**src/rtl/ni_fifo_write_arbiter_if.sv**
```systemverilog
// Requester-side and NI FIFO write-side signal bundle of the FIFO write arbiter.
// slave = arbiter view, master = requesters/FIFO view.
interface ni_fifo_write_arbiter_if #(
  parameter int NREQ = 4,
  parameter int DW   = 16
);
  logic [NREQ-1:0]    req;
  logic [NREQ*DW-1:0] req_data;
  logic               fifo_full;
  logic [NREQ-1:0]    flit_ack;
  logic [NREQ-1:0]    pkt_done;
  logic [NREQ-1:0]    grant;
  logic               fifo_wr;
  logic [DW-1:0]      fifo_data;
  logic               busy;

  modport slave (
    input  req, req_data, fifo_full,
    output flit_ack, pkt_done, grant, fifo_wr, fifo_data, busy
  );

  modport master (
    output req, req_data, fifo_full,
    input  flit_ack, pkt_done, grant, fifo_wr, fifo_data, busy
  );
endinterface

```
**src/rtl/ni_fifo_write_arbiter.sv**
```systemverilog
// Round-robin, packet-atomic arbiter sharing the NI FIFO write port among NREQ requesters.
// Optional: define NI_ARB_PRIORITY_EN to give requester 0 absolute priority in IDLE.
module ni_fifo_write_arbiter #(
  parameter int NREQ    = 4,
  parameter int DW      = 16,
  parameter int PKT_LEN = 2
) (
  input  logic                  clk_division,
  input  logic                  rst,
  input  logic                  enable,
  ni_fifo_write_arbiter_if.slave bus
);
  localparam int              PW        = $clog2(NREQ);
  localparam logic [7:0]      LAST_FLIT = 8'(PKT_LEN - 1);
  localparam logic [PW-1:0]   LAST_REQ  = PW'(NREQ - 1);
  localparam logic [NREQ-1:0] ONE_HOT0  = NREQ'(1);

  typedef enum logic {IDLE, XFER} state_t;

  state_t          state, state_next;
  logic [NREQ-1:0] grant;
  logic [PW-1:0]   winner, rr_ptr, rr_next, pick_idx, scan_idx;
  logic [7:0]      flit_cnt;
  logic            pick_valid, last_flit, wr;

  // Scan downward so the candidate closest to rr_ptr is the last (winning) assignment.
  always_comb begin
    pick_valid = 1'b0;
    pick_idx   = '0;
    scan_idx   = '0;
    for (int k = NREQ - 1; k >= 0; k--) begin
      scan_idx = PW'((int'(rr_ptr) + k) % NREQ);
      if (bus.req[scan_idx]) begin
        pick_valid = 1'b1;
        pick_idx   = scan_idx;
      end
    end
`ifdef NI_ARB_PRIORITY_EN
    if (bus.req[0]) begin
      pick_valid = 1'b1;
      pick_idx   = '0;
    end
`endif
  end

  assign rr_next = (winner == LAST_REQ) ? '0 : winner + 1'b1;

  always_ff @(posedge clk_division) begin
    if (rst || !enable) state <= IDLE;
    else                state <= state_next;
  end

  always_comb begin
    state_next = state;
    case (state)
      IDLE:    if (pick_valid) state_next = XFER;
      XFER:    if (last_flit)  state_next = IDLE;
      default: state_next = IDLE;
    endcase
  end

  // enable low abandons the packet but keeps rr_ptr; only rst clears the pointer.
  always_ff @(posedge clk_division) begin
    if (rst) begin
      grant    <= '0;
      winner   <= '0;
      flit_cnt <= '0;
      rr_ptr   <= '0;
    end else if (!enable) begin
      grant    <= '0;
      flit_cnt <= '0;
    end else if (state == IDLE) begin
      if (pick_valid) begin
        grant    <= ONE_HOT0 << pick_idx;
        winner   <= pick_idx;
        flit_cnt <= '0;
      end
    end else if (wr) begin
      flit_cnt <= flit_cnt + 8'd1;
      if (last_flit) begin
        grant <= '0;
`ifdef NI_ARB_PRIORITY_EN
        if (winner != '0) rr_ptr <= rr_next;
`else
        rr_ptr <= rr_next;
`endif
      end
    end
  end

  always_comb begin
    wr            = (state == XFER) && enable && !bus.fifo_full;
    last_flit     = wr && (flit_cnt == LAST_FLIT);
    bus.fifo_wr   = wr;
    bus.fifo_data = (state == XFER) ? bus.req_data[winner*DW +: DW] : '0;
    bus.flit_ack  = grant & {NREQ{wr}};
    bus.pkt_done  = last_flit ? grant : '0;
    bus.grant     = grant;
    bus.busy      = (state == XFER);
  end
endmodule

```
**src/flat_wrapper.sv**
```systemverilog
// flat-port wrapper written by rule: the top's interface ports become plain ports
module ni_fifo_write_arbiter_flat 
#(
  parameter int NREQ    = 4,
  parameter int DW      = 16,
  parameter int PKT_LEN = 2
)
  (clk_division, rst, enable, bus_req, bus_req_data, bus_fifo_full, bus_flit_ack, bus_pkt_done, bus_grant, bus_fifo_wr, bus_fifo_data, bus_busy);
  ni_fifo_write_arbiter_if #(.NREQ(NREQ), .DW(DW)) bus_i ();
  input  logic clk_division;
  input  logic rst;
  input  logic enable;
  input wire logic [$bits(bus_i.req)-1:0] bus_req;
  input wire logic [$bits(bus_i.req_data)-1:0] bus_req_data;
  input wire logic [$bits(bus_i.fifo_full)-1:0] bus_fifo_full;
  output wire logic [$bits(bus_i.flit_ack)-1:0] bus_flit_ack;
  output wire logic [$bits(bus_i.pkt_done)-1:0] bus_pkt_done;
  output wire logic [$bits(bus_i.grant)-1:0] bus_grant;
  output wire logic [$bits(bus_i.fifo_wr)-1:0] bus_fifo_wr;
  output wire logic [$bits(bus_i.fifo_data)-1:0] bus_fifo_data;
  output wire logic [$bits(bus_i.busy)-1:0] bus_busy;
  assign bus_i.req = bus_req;
  assign bus_i.req_data = bus_req_data;
  assign bus_i.fifo_full = bus_fifo_full;
  assign bus_flit_ack = bus_i.flit_ack;
  assign bus_pkt_done = bus_i.pkt_done;
  assign bus_grant = bus_i.grant;
  assign bus_fifo_wr = bus_i.fifo_wr;
  assign bus_fifo_data = bus_i.fifo_data;
  assign bus_busy = bus_i.busy;
  ni_fifo_write_arbiter #(.NREQ(NREQ), .DW(DW), .PKT_LEN(PKT_LEN)) u_core (.clk_division(clk_division), .rst(rst), .enable(enable), .bus(bus_i));
endmodule
```
**config.mk**
```make
export PLATFORM = sky130hd
export DESIGN_NAME = ni_fifo_write_arbiter_flat
export DESIGN_NICKNAME = d
export VERILOG_FILES = /design/src/rtl/ni_fifo_write_arbiter_if.sv /design/src/rtl/ni_fifo_write_arbiter.sv /design/src/flat_wrapper.sv
export SDC_FILE = /design/constraint.sdc
export NUM_CORES = 1
export LEC_CHECK = 0
export BUFFER_PORTS_ARGS = -buffer_cell sky130_fd_sc_hd__buf_2
export CORE_UTILIZATION = 44
export DETAILED_ROUTE_END_ITERATION = 8
export PLACE_DENSITY = 0.85
export SYNTH_ARGS = -nofsm -noshare
export SYNTH_HDL_FRONTEND = slang
export SYNTH_SLANG_ARGS = --single-unit
export TNS_END_PERCENT = 100
```
**constraint.sdc**
```tcl
create_clock -name clk_division -period 3.5 [get_ports clk_division]
set_input_delay 1.05 -clock clk_division [delete_from_list [all_inputs] [get_ports clk_division]]
set_output_delay 1.05 -clock clk_division [all_outputs]
set_load 0.05 [all_outputs]
```
==> flow_summary.ini <==
[final_layout]
drive_above_1_share = 0.522
fin_nets = 331
diodes = 0
final_cell_area_mm2 = 0.00201
area_growth_pct = 40.9

[die]
initial_core_util = 0.464
io_pins = 102
die_y_um = 59.0
fp.dieArea_mm2 = 0.00348
core_mm2 = 0.00308
die_w_um = 59.0
num_rows = 20

[synthesis]
synth_mux_area_frac = 0.267
syn_nets = 228
synth_top_cell_by_area = mux4_2
synthCells = 153
synthFlopType = dfxtp_1
synth_xor_area_frac = 0.0245
ys_ff_latch = 17
synth_area_mm2 = 0.00143
synth.area.top_cells = mux4_2 (25%), dfxtp_1 (24%), and2_1 (7.0%), nor2_1 (5.0%), o31ai_1 (3.2%)
synth_simple_gate_area_share = 0.287
synth_top_area_share = 0.252
synth_adder_area_share = 0.0263
synth.avg_cell_area_um2 = 9.33
synth_top_family_by_area = simple AND/OR/NAND/NOR gates
synth_warnings = 0
async_flop_share = 0
ys_seq_area_frac = 0.238
synth_edf_count = 0
synth_compound_area_frac = 0.108
synth_cell_types = 40

[power]
clkPwrFrac = 0.220
power_density_mw_per_mm2 = 234
internal_power_mw = 0.316
ir_worst_vdd_mv = 0.107
seqPwrFrac = 0.426
swShare = 0.329
combPwrFrac = 0.354
p_leak_nw = 0.951
p_switching_mw = 0.155

[route]
ant_nets = 0
drt_iter0_markers = 68
drcViolationCount = 0
vias = 1610
drt-pass1-iter-count = 4
wirelength_met1_um = 1570
drt_wl_total_um = 3820
top_layer = met4
routedWlPerCell_um = 12.8
wl_met3_um = 211
via_per_inst = 5.38
route.met2.wl_um = 1980

[global_route]
grt_pass1_wl_um = 6240
grt_max_degree = 24
globalRouteTotalUtil = 0.231
grt-ovfl-total = 0
antenna_found_initial = 0
first_global_vias = 1552

[place]
gp_congestion = 0.777
detailed_place_hpwl_um = 3130
pre_cts_ws_ns = 0.418
dpl_cell_area_mm2 = 0.00199
port_buffers = 101

[sta]
worst_pin_slew_ns = 0.775
fin_ws_ns = 0.433
slew_viol_final = 0
fin_worst_skew_ns = 0.00521
rsz0062_at_grt = no
finalCriticalPeriod_ns = 3.07
min_period_over_period = 0.876
fin_hold_ws_ns = 0.480
hold_viol = 0
max_freq_mhz = 326
maxSlewHeadroom = 0.483
finalSetupViolCount = 0
setup_tns_ns = 0

[cts]
clk_latency_ns = 0.29
clk_path_buf_depth = 2
cts_resized = 0
numCtsBuffers = 3
clk_pin_slew_ns = 0.10
h-tree-depth = 1
cts_hold_buffers = 0
clockRootBuffer = clkbuf_4
cts_tree = done
cts_setup_buffers = 0
cts.sinks = 17

[setup_path]
r2r-end = u_core.rr_ptr[0]
critPathArrivalTime_ns = 2.02
reg2reg_setup_slack_ns = 1.75
cp_max_fo = 6
required_ns = 2.45
endpoint_kind = primary output
crit_path_end = bus_pkt_done[2]
worstRegToRegCells = 6
crit_start = bus_fifo_full
rr_startpoint = u_core.flit_cnt[0]
start_kind = input pin
worst-setup-path-type = input pin to primary output

[run]
drv_cap = 0

[worst_hold_path]
hp-class = flip-flop to flip-flop

[run_status]
outcome = finished, final reports clean
per-layer routing:
layer	vias to the layer above	GRT usage
li1	777	-
met1	756	0.267
met2	69	0.440
met3	8	0.0242
met4	0	0.0714
met5	-	0
cells in the mapped netlist (all sizes together), types with 2 or more instances:
cell type	number
nor2	19
dfxtp	17
and2	16
mux4	16
inv	10
a21oi	8
nand4	7
o31ai	6
nand2	5
nand3	5
clkbuf	4
nor2b	4
buf	3
ha	3
nand2b	3
nor3	3
xor2	3
and3	2
or3	2
kinds of logic (layout without fill, tap and decap cells):
logic type	Yosys count	after routing
AND/OR/NAND/NOR	71	71
multiplexers	18	18
XOR/XNOR	4	4
flip-flops	17	17
adder cells (fa/ha/maj)	3	3
buffers and inverters	17	119
AO/OA/AOI/OAI	23	23
worst min path at each step:
stage | start | slack, ns | cells past startpoint | end
after CTS | u_core.rr_ptr[0] | 0.48 | 2 | u_core.rr_ptr[0]
after floorplan | u_core.rr_ptr[0] | 0.43 | 2 | u_core.rr_ptr[0]
after global placement | u_core.rr_ptr[0] | 0.45 | 2 | u_core.rr_ptr[0]
after global routing | u_core.rr_ptr[0] | 0.51 | 2 | u_core.rr_ptr[0]
final | u_core.rr_ptr[0] | 0.48 | 2 | u_core.rr_ptr[0]
after detailed placement | u_core.rr_ptr[0] | 0.47 | 2 | u_core.rr_ptr[0]
layout make-up:
class                           instances  area, um^2
Inverter                               10        37.5
Timing Repair Buffer                  105         536
Fill cell                             294        1070
Tap cell                               44        55.1
Multi-Input combinational cell        119        1020
Clock buffer                            4        26.3
Sequential cell                        17         340
critical path, cell delays in order:
cell      delay, ns
buf_2          0.09
nand3b_2       0.21
inv_2          0.11
nand3_1        0.16
nor2_1         0.13
buf_2          0.27
registers in the layout (all words and copies together), names as in the netlist:
| name | cells |
|---|---|
| u_core.bus.busy | 1 |
| u_core.rr_ptr | 2 |
| u_core.flit_cnt | 8 |
| u_core.bus.grant | 4 |
| u_core.winner | 2 |
per-stage QoR:
stage / instances / power (mW) / utilization
finish: 299 / 0.471 / 0.654
floorplan: 153 / 0.309 / -
global placement: 295 / 0.368 / 0.645
CTS: 299 / 0.476 / 0.654
detailed placement: 295 / 0.372 / 0.645
global route: 299 / 0.498 / 0.654
cell usage in the layout (no fill, tap or decap), types with 4 or more instances in the layout:
cell / n
inv_1: 9
nand4_1: 7
a21oi_1: 8
nor2_1: 19
nand2_1: 4
and2_1: 16
o31ai_1: 6
dfxtp_1: 17
buf_2: 101
nand3_1: 5
mux4_2: 16
buf_4: 4
power groups by stage:
| stage | logic (mW) | clock network, mW | registers [mW] |
|---|---|---|---|
| after floorplan | 0.0983 | 0 | 0.211 |
| after global placement | 0.163 | 0 | 0.205 |
| after detailed placement | 0.167 | 0 | 0.205 |
| after CTS | 0.168 | 0.107 | 0.201 |
| after global routing | 0.180 | 0.117 | 0.201 |
| final | 0.167 | 0.104 | 0.201 |
Power figures use the tool's default switching activity.
